[config.mk]
export PLATFORM = sky130hd
export DESIGN_NAME = cpu_controller
export DESIGN_NICKNAME = d
export VERILOG_FILES = /design/src/rtl/cpu_pkg.sv /design/src/rtl/ctrl_decode.sv /design/src/rtl/cpu_controller.sv
export SDC_FILE = /design/constraint.sdc
export NUM_CORES = 1
export LEC_CHECK = 0
export CAP_MARGIN = 5
export CORE_MARGIN = 3
export CORE_UTILIZATION = 50
export CTS_BUF_LIST = sky130_fd_sc_hd__clkbuf_4 sky130_fd_sc_hd__clkbuf_8
export CTS_CLUSTER_DIAMETER = 120
export DETAILED_ROUTE_END_ITERATION = 12
export DONT_BUFFER_PORTS = 1
export PLACE_DENSITY_LB_ADDON = 0.25
export SLEW_MARGIN = 20
export SYNTH_ARGS = -nofsm -noshare
export SYNTH_HDL_FRONTEND = slang
export SYNTH_SLANG_ARGS = --single-unit
[constraint.sdc]
create_clock -name clk -period 2 [get_ports clk]
set_clock_uncertainty 0.05 [all_clocks]
set_input_delay 0.4 -clock clk [delete_from_list [all_inputs] [get_ports clk]]
set_output_delay 0.4 -clock clk [all_outputs]
set_load 0.02 [all_outputs]
[src/rtl/cpu_pkg.sv]
// Shared types and encodings for the cpu_controller slice.
// Optional interrupt entry is enabled by defining CTRL_IRQ_EN.
package cpu_pkg;

  typedef enum logic [2:0] {
    ST_IDLE  = 3'd0,
    ST_FETCH = 3'd1,
    ST_EXEC  = 3'd2,
    ST_HALT  = 3'd3,
    ST_IRQ   = 3'd4
  } state_t;

  localparam logic [3:0] OP_NOP  = 4'b0000;
  localparam logic [3:0] OP_ADD  = 4'b0001;
  localparam logic [3:0] OP_SUB  = 4'b0010;
  localparam logic [3:0] OP_NOR  = 4'b0011;
  localparam logic [3:0] OP_MOVR = 4'b0100;
  localparam logic [3:0] OP_STR  = 4'b0101;
  localparam logic [3:0] OP_JZR  = 4'b0110;
  localparam logic [3:0] OP_JZI  = 4'b0111;
  localparam logic [3:0] OP_JNR  = 4'b1000;
  localparam logic [3:0] OP_JNI  = 4'b1001;
  localparam logic [3:0] OP_SHL  = 4'b1011;
  localparam logic [3:0] OP_SHR  = 4'b1100;
  localparam logic [3:0] OP_LDI  = 4'b1101;
  localparam logic [3:0] OP_HALT = 4'b1111;

  localparam logic [1:0] SEL_ACC_ALU = 2'b00;
  localparam logic [1:0] SEL_ACC_REG = 2'b01;
  localparam logic [1:0] SEL_ACC_IMM = 2'b10;

  localparam logic [1:0] SEL_PC_REG = 2'b00;
  localparam logic [1:0] SEL_PC_IMM = 2'b01;
  localparam logic [1:0] SEL_PC_VEC = 2'b10;

  localparam logic [3:0] ALU_ADD = OP_ADD;
  localparam logic [3:0] ALU_SUB = OP_SUB;
  localparam logic [3:0] ALU_NOR = OP_NOR;
  localparam logic [3:0] ALU_SHL = OP_SHL;
  localparam logic [3:0] ALU_SHR = OP_SHR;

endpackage

[src/rtl/ctrl_decode.sv]
// Combinational EXEC decoder: opcode plus ALU flags to datapath controls.
// Unlisted opcodes fall through to the all-zero NOP bundle.
module ctrl_decode
  import cpu_pkg::*;
#(
  parameter int OPC_W   = 4,
  parameter int ALUOP_W = 4
) (
  input  logic [OPC_W-1:0]   opcode_i,
  input  logic               flagZ_i,
  input  logic               flagN_i,
  output logic               loadAcc_o,
  output logic [1:0]         selACC_o,
  output logic               loadReg_o,
  output logic               loadPC_o,
  output logic [1:0]         selPC_o,
  output logic [ALUOP_W-1:0] aluOp_o,
  output logic               halt_o
);

  always_comb begin
    loadAcc_o = 1'b0;
    selACC_o  = SEL_ACC_ALU;
    loadReg_o = 1'b0;
    loadPC_o  = 1'b0;
    selPC_o   = SEL_PC_REG;
    aluOp_o   = '0;
    halt_o    = 1'b0;
    case (opcode_i)
      OPC_W'(OP_ADD), OPC_W'(OP_SUB), OPC_W'(OP_NOR),
      OPC_W'(OP_SHL), OPC_W'(OP_SHR): begin
        aluOp_o   = ALUOP_W'(opcode_i);
        selACC_o  = SEL_ACC_ALU;
        loadAcc_o = 1'b1;
      end
      OPC_W'(OP_MOVR): begin
        selACC_o  = SEL_ACC_REG;
        loadAcc_o = 1'b1;
      end
      OPC_W'(OP_STR): loadReg_o = 1'b1;
      OPC_W'(OP_JZR): begin
        loadPC_o = flagZ_i;
        selPC_o  = flagZ_i ? SEL_PC_REG : 2'b00;
      end
      OPC_W'(OP_JZI): begin
        loadPC_o = flagZ_i;
        selPC_o  = flagZ_i ? SEL_PC_IMM : 2'b00;
      end
      OPC_W'(OP_JNR): begin
        loadPC_o = flagN_i;
        selPC_o  = flagN_i ? SEL_PC_REG : 2'b00;
      end
      OPC_W'(OP_JNI): begin
        loadPC_o = flagN_i;
        selPC_o  = flagN_i ? SEL_PC_IMM : 2'b00;
      end
      OPC_W'(OP_LDI): begin
        selACC_o  = SEL_ACC_IMM;
        loadAcc_o = 1'b1;
      end
      OPC_W'(OP_HALT): halt_o = 1'b1;
      default: ;
    endcase
  end

endmodule

[src/rtl/cpu_controller.sv]
// Fetch/execute/halt sequencer with imem wait-state handshake and retired counter.
// Define CTRL_IRQ_EN to build the one-cycle interrupt entry state.
module cpu_controller
  import cpu_pkg::*;
#(
  parameter int INSTR_W = 8,
  parameter int OPC_W   = 4,
  parameter int ALUOP_W = 4,
  parameter int CNT_W   = 16
) (
  input  logic               clk,
  input  logic               rst,
  input  logic [INSTR_W-1:0] instr_i,
  input  logic               imem_ack_i,
  input  logic               flagZ_i,
  input  logic               flagN_i,
  input  logic               resume_i,
  input  logic               irq_i,
  output logic               imem_req_o,
  output logic               loadIR_o,
  output logic               incPC_o,
  output logic               loadPC_o,
  output logic [1:0]         selPC_o,
  output logic               loadAcc_o,
  output logic [1:0]         selACC_o,
  output logic               loadReg_o,
  output logic               saveEpc_o,
  output logic               irq_ack_o,
  output logic [ALUOP_W-1:0] aluOp_o,
  output logic               halt_o,
  output logic [CNT_W-1:0]   instr_cnt_o
);

  state_t             state_q, state_d;
  logic [CNT_W-1:0]   instrCnt_q, instrCnt_d;

  logic [OPC_W-1:0]   opcode;
  logic               decLoadAcc, decLoadReg, decLoadPC, decHalt;
  logic [1:0]         decSelACC, decSelPC;
  logic [ALUOP_W-1:0] decAluOp;
  logic [INSTR_W-OPC_W-1:0] unusedOperand;

  assign opcode        = instr_i[INSTR_W-1 -: OPC_W];
  assign unusedOperand = instr_i[INSTR_W-OPC_W-1:0];

`ifndef CTRL_IRQ_EN
  logic unusedIrq;
  assign unusedIrq = irq_i;
`endif

  ctrl_decode #(
    .OPC_W   (OPC_W),
    .ALUOP_W (ALUOP_W)
  ) u_decode (
    .opcode_i  (opcode),
    .flagZ_i   (flagZ_i),
    .flagN_i   (flagN_i),
    .loadAcc_o (decLoadAcc),
    .selACC_o  (decSelACC),
    .loadReg_o (decLoadReg),
    .loadPC_o  (decLoadPC),
    .selPC_o   (decSelPC),
    .aluOp_o   (decAluOp),
    .halt_o    (decHalt)
  );

  always_ff @(posedge clk or posedge rst) begin
    if (rst) begin
      state_q    <= ST_IDLE;
      instrCnt_q <= '0;
    end else begin
      state_q    <= state_d;
      instrCnt_q <= instrCnt_d;
    end
  end

  // Every EXEC cycle retires exactly one instruction, HALT and NOPs included.
  assign instrCnt_d  = (state_q == ST_EXEC) ? instrCnt_q + CNT_W'(1) : instrCnt_q;
  assign instr_cnt_o = instrCnt_q;

  always_comb begin
    state_d = state_q;
    case (state_q)
      ST_IDLE:  state_d = ST_FETCH;
      ST_FETCH: if (imem_ack_i) state_d = ST_EXEC;
      ST_EXEC: begin
        if (decHalt) state_d = ST_HALT;
`ifdef CTRL_IRQ_EN
        else if (irq_i) state_d = ST_IRQ;
`endif
        else state_d = ST_FETCH;
      end
      ST_HALT:  if (resume_i) state_d = ST_FETCH;
`ifdef CTRL_IRQ_EN
      ST_IRQ:   state_d = ST_FETCH;
`endif
      default:  state_d = ST_IDLE;
    endcase
  end

  always_comb begin
    imem_req_o = 1'b0;
    loadIR_o   = 1'b0;
    incPC_o    = 1'b0;
    loadPC_o   = 1'b0;
    selPC_o    = SEL_PC_REG;
    loadAcc_o  = 1'b0;
    selACC_o   = SEL_ACC_ALU;
    loadReg_o  = 1'b0;
    saveEpc_o  = 1'b0;
    irq_ack_o  = 1'b0;
    aluOp_o    = '0;
    halt_o     = 1'b0;
    case (state_q)
      ST_FETCH: begin
        imem_req_o = 1'b1;
        loadIR_o   = imem_ack_i;
        incPC_o    = imem_ack_i;
      end
      ST_EXEC: begin
        loadPC_o  = decLoadPC;
        selPC_o   = decSelPC;
        loadAcc_o = decLoadAcc;
        selACC_o  = decSelACC;
        loadReg_o = decLoadReg;
        aluOp_o   = decAluOp;
        halt_o    = decHalt;
      end
      ST_HALT: halt_o = 1'b1;
`ifdef CTRL_IRQ_EN
      ST_IRQ: begin
        saveEpc_o = 1'b1;
        loadPC_o  = 1'b1;
        selPC_o   = SEL_PC_VEC;
        irq_ack_o = 1'b1;
      end
`endif
      default: ;
    endcase
  end

endmodule

==> summary.md, run 1 <==
* result of the run: finished clean
* peak clock frequency supported by timing: 531.7 MHz
* Cell Count, Final, Fillers Out: 139
* quantity of I/O buffers inserted on ports: 0
* Die Footprint: 2544 um^2
* CP endpoint kind: output port
* starting density of the core: 54.79%
* Seq cells post-synth: 18
* Slew Limit Headroom: 56.08%
* Congestion Overflow GR: 0
* setup violation total in the final timing report: 0
* number of antenna violations at the first check in global routing: 0
* hold crit path type: input port to async pin
* required time of the critical path: 1.55 ns
* routed length per placed instance: 13.83 um
* CTS root buf: sky130_fd_sc_hd__clkbuf_4
* power consumption: 940.5 uW
* crit-path max FO: 8
* post-synth top area share: 45.63%
* TritonCTS clock tree: yes
* actual slew at the worst max-slew pin: 0.6580 ns
* path type of the worst setup path: register to output port
* Mapped Avg Cell Area: 9.402 um^2
* post-synthesis cell type count: 31
* destination of the worst register-to-register timing path: instr_cnt_o[14]
* Post-Route WL: 1922 um
* Gates resized, CTS repair: 0
* # Max-Cap Violations: 0
* most frequently used flop master after synthesis: sky130_fd_sc_hd__dfrtp_1
* vias post-DR: 755
* fraction of layout cells with a size suffix above 1: 18.42%
* Detail Placement HPWL: 1466 um
* global-route usage over all layers: 16.54%
* critical path arrival: 1.43 ns
* final number of hold-violating endpoints: 0
* biggest area contributors in the synthesized netlist: sky130_fd_sc_hd__dfrtp_1, sky130_fd_sc_hd__xnor2_1, sky130_fd_sc_hd__xor2_1
* min Tclk post-route: 1.881 ns
* Reg2Reg Depth: 5
* proportion of synthesized flip-flops having asynchronous set or reset: 100.0%
* number of vias per cell after detailed routing: 5.432
* sequential-to-total area share from yosys stat: 45.63%
* count of inserted antenna diode cells: 0
* library cell occupying the most area in the post-synthesis netlist: sky130_fd_sc_hd__dfrtp_1
* DIE HEIGHT: 50.44 um
* synthesized instance count: 105
* most frequent cells in the layout: sky130_fd_sc_hd__dfrtp_1, sky130_fd_sc_hd__xnor2_1, sky130_fd_sc_hd__nand2_1, sky130_fd_sc_hd__buf_4, sky130_fd_sc_hd__nor2_1
* count of flip-flops with a built-in enable after synthesis: 0
* via count of the first global-routing pass: 724
* wire length of the first global-routing pass: 3194 um
* clock buffer count from CTS: 3
* origin of the critical flop-to-flop path: instr_cnt_o[1]
* layout overhead on the synthesized area: 12.93%
* row count: 15
* Worst R2R Setup Slack: 0.32 ns
* RSZ-0062 raised after global routing: true
* number of iterations in the first detailed-routing pass: 4
* fin nets: 131
* width of the die: 50.44 um
* core region area: 1802 um^2
* count of pins on the block boundary: 48
* number of buffers added to fix hold violations after cts: 0
* Clk pin slew, worst setup/hold paths: 0.10 ns
* leakage power summed over all cells: 0.5439 nW
* post-CTS setup repair buffer count: 0
* Cell Count Post-Placement: 135
* combined area of all synthesized cells: 987.2 um^2
* most frequent standard cell in the layout excluding fill and tap cells: sky130_fd_sc_hd__dfrtp_1
* setup TNS: 0 ns
* largest net degree at the start of global routing: 19
* peak supply drop: 0.6016 mV
* Synthesis Warnings: 0
* count of H-tree levels built during CTS: 1
* number of pins with negative max-slew slack in the final report: 0
* latest clock arrival within the worst-skew pair: 0.29 ns
* weighted congestion at the end of routability-driven global placement: 0.7221
* share of the cycle needed by the critical path after routing: 94.03%
* maximum buffer depth of the clock tree: 2
* Sinks on Clock Net: 18
* number of routed nets with antenna violations: 0
* nature of the critical path startpoint: register
* post-route DRC violation count: 0
* violation count after the first detailed-route iteration: 14
* power per standard cell area: 843.6 nW/um^2
## worst max-delay path by stage
stage / start / end
finish: state_q[0] / aluOp_o[2]
global route: state_q[1] / selACC_o[1]
CTS: state_q[0] / selACC_o[0]
detailed placement: instr_cnt_o[1] / instr_cnt_o[14]
global placement: instr_cnt_o[1] / instr_cnt_o[14]
floorplan: instr_i[5] / selPC_o[0]
## cells in the mapped netlist (2+ instances only)
library cell	count
sky130_fd_sc_hd__nor3_1	3
sky130_fd_sc_hd__o21ai_0	4
sky130_fd_sc_hd__nand4_1	6
sky130_fd_sc_hd__xnor2_1	10
sky130_fd_sc_hd__nand3_1	5
sky130_fd_sc_hd__dfrtp_1	18
sky130_fd_sc_hd__inv_1	6
sky130_fd_sc_hd__clkbuf_1	3
sky130_fd_sc_hd__a21oi_1	2
sky130_fd_sc_hd__xor2_1	5
sky130_fd_sc_hd__and3_1	3
sky130_fd_sc_hd__nor4_1	2
sky130_fd_sc_hd__nor2_1	7
sky130_fd_sc_hd__buf_4	4
sky130_fd_sc_hd__nand2_1	11
## registers in the layout, indices dropped and copies added (netlist names)
name	count
instr_cnt_o	16
state_q	2
## cell families (layout without fill, tap and decap cells)
logic type,count (synthesis),in the layout,share of synthesized area [%]
simple gates,48,48,27.51
compound gates,8,8,4.437
fa+ha+maj,1,1,1.267
other cells,1,3,0.3799
buf+inv,13,20,6.464
flops,18,18,45.63
mux,1,1,1.014
xor+xnor,15,15,13.31
## power by group
part / leakage (nW) / internal [mW] / switching (mW)
sequential: 0.241 / 0.405 / 0.0903
clock: 0.0210 / 0.111 / 0.108
combinational: 0.282 / 0.0911 / 0.136
## through the flow
stage / hold WS (ns) / instance area [um^2] / util, % / worst slack [ns]
final: 0.02708 / 1115 / 61.88 / 0.1194
after global routing: 0.07872 / 1115 / 61.88 / -0.01685
after CTS: 0.04909 / 1100 / 61.04 / 0.005212
after detailed placement: 0.3726 / 1064 / 59.03 / 0.3336
after global placement: 0.3662 / 1064 / 59.03 / 0.3659
after floorplan: 0.2886 / 998.5 / - / 0.1064
## critical path, cell delays in order (launching register included)
cell	delay, ns
sky130_fd_sc_hd__dfrtp_1	0.41
sky130_fd_sc_hd__inv_1	0.13
sky130_fd_sc_hd__nand2_2	0.16
sky130_fd_sc_hd__nor4_2	0.26
sky130_fd_sc_hd__buf_4	0.18
## layer usage
layer	vias to the layer above	track usage (%)	share of wire, %
met1	356	19.70	41
li1	369	-	-
met5	-	0	0
met2	28	26.74	50
met4	0	7.623	0.88
met3	2	5.638	8.1
## area by class of cell
cell class | count | area (um^2)
clock buffers | 4 | 36.28
fillers | 166 | 686.9
inverters | 6 | 22.52
multi-input cells | 76 | 499.2
flip-flops and latches | 18 | 450.4
well taps | 25 | 31.28
repair buffers | 10 | 75.07
Power figures use the tool's default switching activity.
==> inputs of run 2 (changes only) <==
- CORE_UTILIZATION: 50 -> 41
- RECOVER_POWER: default -> 50
==> run 2 against run 1 <==
Against the previous run:
- final area up 0.79%
- worst setup slack worse by 0.018 ns
- global-route usage down 2.2 points
- largest power group unchanged
==> summary.md, run 2 (same netlist as run 1, synthesis figures left out) <==
* largest net degree at the start of global routing: 19
* critical path arrival: 1.45 ns
* actual slew at the worst max-slew pin: 0.6629 ns
* via count of the first global-routing pass: 716
* path type of the worst setup path: register to output port
* share of the cycle needed by the critical path after routing: 94.95%
* Detail Placement HPWL: 1438 um
* routed length per placed instance: 13.04 um
* global-route usage over all layers: 14.36%
* crit-path max FO: 7
* Slew Limit Headroom: 55.76%
* post-CTS setup repair buffer count: 0
* quantity of I/O buffers inserted on ports: 0
* CP endpoint kind: output port
* TritonCTS clock tree: yes
* count of inserted antenna diode cells: 0
* number of routed nets with antenna violations: 0
* post-placement setup slack: 0.3376 ns
* count of H-tree levels built during CTS: 1
* nature of the critical path startpoint: register
* fraction of layout cells with a size suffix above 1: 18.42%
* row count: 17
* CTS root buf: sky130_fd_sc_hd__clkbuf_4
* destination of the worst register-to-register timing path: instr_cnt_o[14]
* core region area: 2255 um^2
* fin nets: 131
* wire length of the first global-routing pass: 3153 um
* latest clock arrival within the worst-skew pair: 0.29 ns
* RSZ-0062 raised after global routing: true
* FILL cells: 222
* Post-Route WL: 1851 um
* # Max-Cap Violations: 0
* origin of the critical flop-to-flop path: instr_cnt_o[0]
* result of the run: finished clean
* worst stage delay on the critical path: 0.49 ns
* most frequent standard cell in the layout excluding fill and tap cells: sky130_fd_sc_hd__dfrtp_1
* Sinks on Clock Net: 18
* Die Footprint: 3033 um^2
* number of vias per cell after detailed routing: 5.134
* Clk pin slew, worst setup/hold paths: 0.11 ns
* maximum buffer depth of the clock tree: 2
* DIE HEIGHT: 55.07 um
* starting density of the core: 43.78%
* number of iterations in the first detailed-routing pass: 4
* max FFs per register: 16
* vias post-DR: 729
* cell-by-cell listing of the critical path: nor2b_1 > nand4_1 > nor2_1
* final number of hold-violating endpoints: 0
* Worst R2R Setup Slack: 0.32 ns
* slack of the critical path: 0.1011 ns
* post-route DRC violation count: 0
* min Tclk post-route: 1.899 ns
* violation count after the first detailed-route iteration: 12
* number of pins with negative max-slew slack in the final report: 0
* Gates resized, CTS repair: 0
* layout overhead on the synthesized area: 13.82%
* count of pins on the block boundary: 48
* Congestion Overflow GR: 0
* number of antenna violations at the first check in global routing: 0
* weighted congestion at the end of routability-driven global placement: 0.7306
* final std cell area, no fill: 1124 um^2
* Reg2Reg Depth: 5
* setup violation total in the final timing report: 0
* power per standard cell area: 841.4 nW/um^2
* most frequent cells in the layout: sky130_fd_sc_hd__dfrtp_1, sky130_fd_sc_hd__xnor2_1, sky130_fd_sc_hd__nand2_1, sky130_fd_sc_hd__buf_4, sky130_fd_sc_hd__nor2_1
* clock buffer count from CTS: 3
* hold crit path type: input port to async pin
* fraction of the core area covered by cells at the end of the flow: 49.83%
* width of the die: 55.07 um
* required time of the critical path: 1.55 ns
* slowest cell on the critical path: sky130_fd_sc_hd__dfrtp_1
* leakage power summed over all cells: 0.5523 nW
* placed cell areas: 1067 um^2
* peak supply drop: 0.6755 mV
* number of buffers added to fix hold violations after cts: 0
* peak clock frequency supported by timing: 526.6 MHz
==> run 2: metrics by stage <==
step                      setup TNS [ns]  power (mW)  hold slack, ns  instances
after global routing            -0.06639       1.013         0.07095        142
after detailed placement               0      0.7263          0.3730        138
after global placement                 0      0.7215          0.3593        138
after CTS                              0      0.9483         0.03936        142
after floorplan                        0      0.6623          0.2886        107
final                                  0      0.9453         0.02318        142
==> run 2: report_power, final <==
group	internal (mW)	leakage, nW	switching (mW)
logic	0.0902	0.290	0.139
registers	0.405	0.241	0.0890
clock network	0.111	0.0210	0.112
==> run 2: routing by layer <==
layer / part of all wire [%] / vias up / routed length, um / global-route usage (%)
met4: 0.97 / 0 / 18 / 3.644
met5: 0 / - / 0 / 0
met2: 48 / 24 / 882 / 21.85
li1: - / 370 / - / -
met1: 43 / 333 / 795 / 18.12
met3: 8.4 / 2 / 155 / 6.971
==> run 2: cell type report <==
| cell class | instances | area [um^2] | area share (%) |
|---|---|---|---|
| multi-input combinational | 76 | 504.2 | 44.88 |
| sequential | 18 | 450.4 | 40.09 |
| timing repair buffer | 10 | 75.07 | 6.682 |
| clock buffer | 4 | 36.28 | 3.229 |
| tap | 28 | 35.03 | 3.118 |
| inverter | 6 | 22.52 | 2.004 |
==> run 2: worst max-delay path by stage <==
stage	start	to	slack, ns
after floorplan	instr_i[5]	selPC_o[0]	0.11
after global placement	instr_cnt_o[0]	instr_cnt_o[14]	0.34
after detailed placement	state_q[0]	selACC_o[0]	0.34
after CTS	state_q[0]	selACC_o[0]	0.009
after global routing	state_q[1]	selACC_o[1]	-0.03
final	state_q[1]	selACC_o[1]	0.10
==> run 2: worst max-delay path: cells and delay by family, from the launching register on <==
family           cells  cell delay (ns)
DFF                  1             0.49
and+or+nand+nor      3             0.67
==> inputs of run 3 (changes only) <==
- CORE_ASPECT_RATIO: default -> 0.5
- CORE_UTILIZATION: 41 -> 25
- GPL_ROUTABILITY_DRIVEN: default -> 0
==> run 3 against run 2 <==
Against the previous run:
- register-to-register slack got worse by 0.02 ns
- clock power increased by 30%
- critical path depth up 1
- cell count increased by 16%
- via count up 3.7%
- combinational power decreased by 17%
- die area grew 58%
- critical path type unchanged
- critical endpoint is now aluOp_o[2]
- largest cell class unchanged
==> summary.md, run 3 (same netlist as run 1, synthesis figures left out) <==
* Reg2Reg Depth: 5
* peak clock frequency supported by timing: 540.6 MHz
* crit-path max FO: 8
* power consumption: 997.8 uW
* hold crit path type: input port to async pin
* Detail Placement HPWL: 1598 um
* starting density of the core: 27.40%
* leakage power summed over all cells: 0.5520 nW
* CTS root buf: sky130_fd_sc_hd__clkbuf_8
* largest net degree at the start of global routing: 19
* worst stage delay on the critical path: 0.40 ns
* final std cell area, no fill: 1160 um^2
* min Tclk post-route: 1.850 ns
* clock buffer count from CTS: 3
* fraction of layout cells with a size suffix above 1: 17.54%
* most frequent cells in the layout: sky130_fd_sc_hd__dfrtp_1, sky130_fd_sc_hd__xnor2_1, sky130_fd_sc_hd__nand2_1, sky130_fd_sc_hd__buf_4, sky130_fd_sc_hd__nor2_1
* layout overhead on the synthesized area: 17.49%
* count of H-tree levels built during CTS: 1
* number of vias per cell after detailed routing: 4.582
* Sinks on Clock Net: 18
* power per standard cell area: 860.3 nW/um^2
* violation count after the first detailed-route iteration: 18
* number of iterations in the first detailed-routing pass: 4
* routed length per placed instance: 12.53 um
* critical path arrival: 1.40 ns
* FILL cells: 383
* CP endpoint kind: output port
* fin nets: 131
* number of routed nets with antenna violations: 0
* placed cell areas: 1096 um^2
* path type of the worst setup path: register to output port
* post-CTS setup repair buffer count: 0
* wire length of the first global-routing pass: 3553 um
* WP buf/inv: 2
* latest clock arrival within the worst-skew pair: 0.25 ns
* Worst R2R Setup Slack: 0.30 ns
* TritonCTS clock tree: yes
* DIE HEIGHT: 50.44 um
* area of the multi-input gates: 493.0 um^2
* result of the run: finished clean
* core region area: 3603 um^2
* post-route DRC violation count: 0
* row count: 15
* Die Footprint: 4785 um^2
* setup TNS: 0 ns
* global-route usage over all layers: 9.593%
* most frequent standard cell in the layout excluding fill and tap cells: sky130_fd_sc_hd__dfrtp_1
* share of the cycle needed by the critical path after routing: 92.49%
* actual slew at the worst max-slew pin: 0.6910 ns
* number of pins with negative max-slew slack in the final report: 0
* CP top delay family: simple AND/OR/NAND/NOR gates
* max FFs per register: 16
* nature of the critical path startpoint: register
* number of antenna violations at the first check in global routing: 0
* # Max-Cap Violations: 0
* count of inserted antenna diode cells: 0
* quantity of I/O buffers inserted on ports: 0
* Congestion Overflow GR: 0
* peak supply drop: 0.3481 mV
* Clk pin slew, worst setup/hold paths: 0.07 ns
* Post-Route WL: 2068 um
* via count of the first global-routing pass: 736
* count of pins on the block boundary: 48
* count of cell instances traversed by the critical path: 4
* cell-by-cell listing of the critical path: inv_1 > nand2_2 > nor4_1 > buf_4
* RSZ-0062 raised after global routing: false
* maximum buffer depth of the clock tree: 2
* Slew Limit Headroom: 53.89%
* final number of hold-violating endpoints: 0
* vias post-DR: 756
* register area: 450.4 um^2
* slowest cell on the critical path: sky130_fd_sc_hd__dfrtp_1
* setup violation total in the final timing report: 0
* required time of the critical path: 1.55 ns
* width of the die: 94.87 um
==> run 3: routing by layer <==
layer  part of all wire (%)  vias up  GRT usage [%]
li1                       -      370              -
met1                     47      351          12.29
met2                     44       33          14.59
met3                    7.7        2          3.293
met4                    1.4        0          4.306
met5                      0        -              0
==> run 3: final cells by class <==
cell class | instances | share of cell area, %
multi-input cells | 76 | 42.50
flip-flops and latches | 18 | 38.84
repair buffers | 10 | 6.473
well taps | 51 | 5.502
clock buffers | 4 | 4.747
inverters | 6 | 1.942
==> run 3: metrics by stage <==
stage          worst slack, ns  hold slack, ns  util (%)  cells
2_1_floorplan           0.1064          0.2886         -    107
3_3_place_gp            0.3289          0.3910     30.42    161
3_5_place_dp            0.3106          0.3966     30.42    161
4_1_cts                0.04691          0.1180     31.94    165
5_1_grt                0.03498          0.1567     32.19    165
6_report                0.1503         0.09101     32.19    165
==> run 3: worst register-to-register path, cell delays in order, from the launching register on <==
cell	delay (ns)
sky130_fd_sc_hd__dfrtp_1	0.54
sky130_fd_sc_hd__ha_1	0.23
sky130_fd_sc_hd__nand3b_1	0.16
sky130_fd_sc_hd__or2_4	0.29
sky130_fd_sc_hd__nor3_2	0.19
sky130_fd_sc_hd__xor2_1	0.16
==> run 3: timing repair <==
item,4_1_cts,5_1_grt
gates resized for setup,0,2
endpoints found under the hold margin,0,0
endpoints found under the setup margin,0,3
hold buffers,0,0
==> run 3: worst paths after layout <==
| path | to | from |
|---|---|---|
| worst max-delay path | aluOp_o[2] | state_q[0] |
| worst min-delay path | instr_cnt_o[15] | rst |
| worst max register to register | instr_cnt_o[14] | instr_cnt_o[0] |
| worst min register to register | state_q[1] | state_q[1] |
| max in group asynchronous | instr_cnt_o[0] | rst |
| min in group clk | state_q[0] | imem_ack_i |
==> run 3: report_power, final <==
group,switching (mW),internal [mW]
Clock,0.114,0.175
Combinational,0.113,0.0777
Sequential,0.113,0.405
Total,0.340,0.657
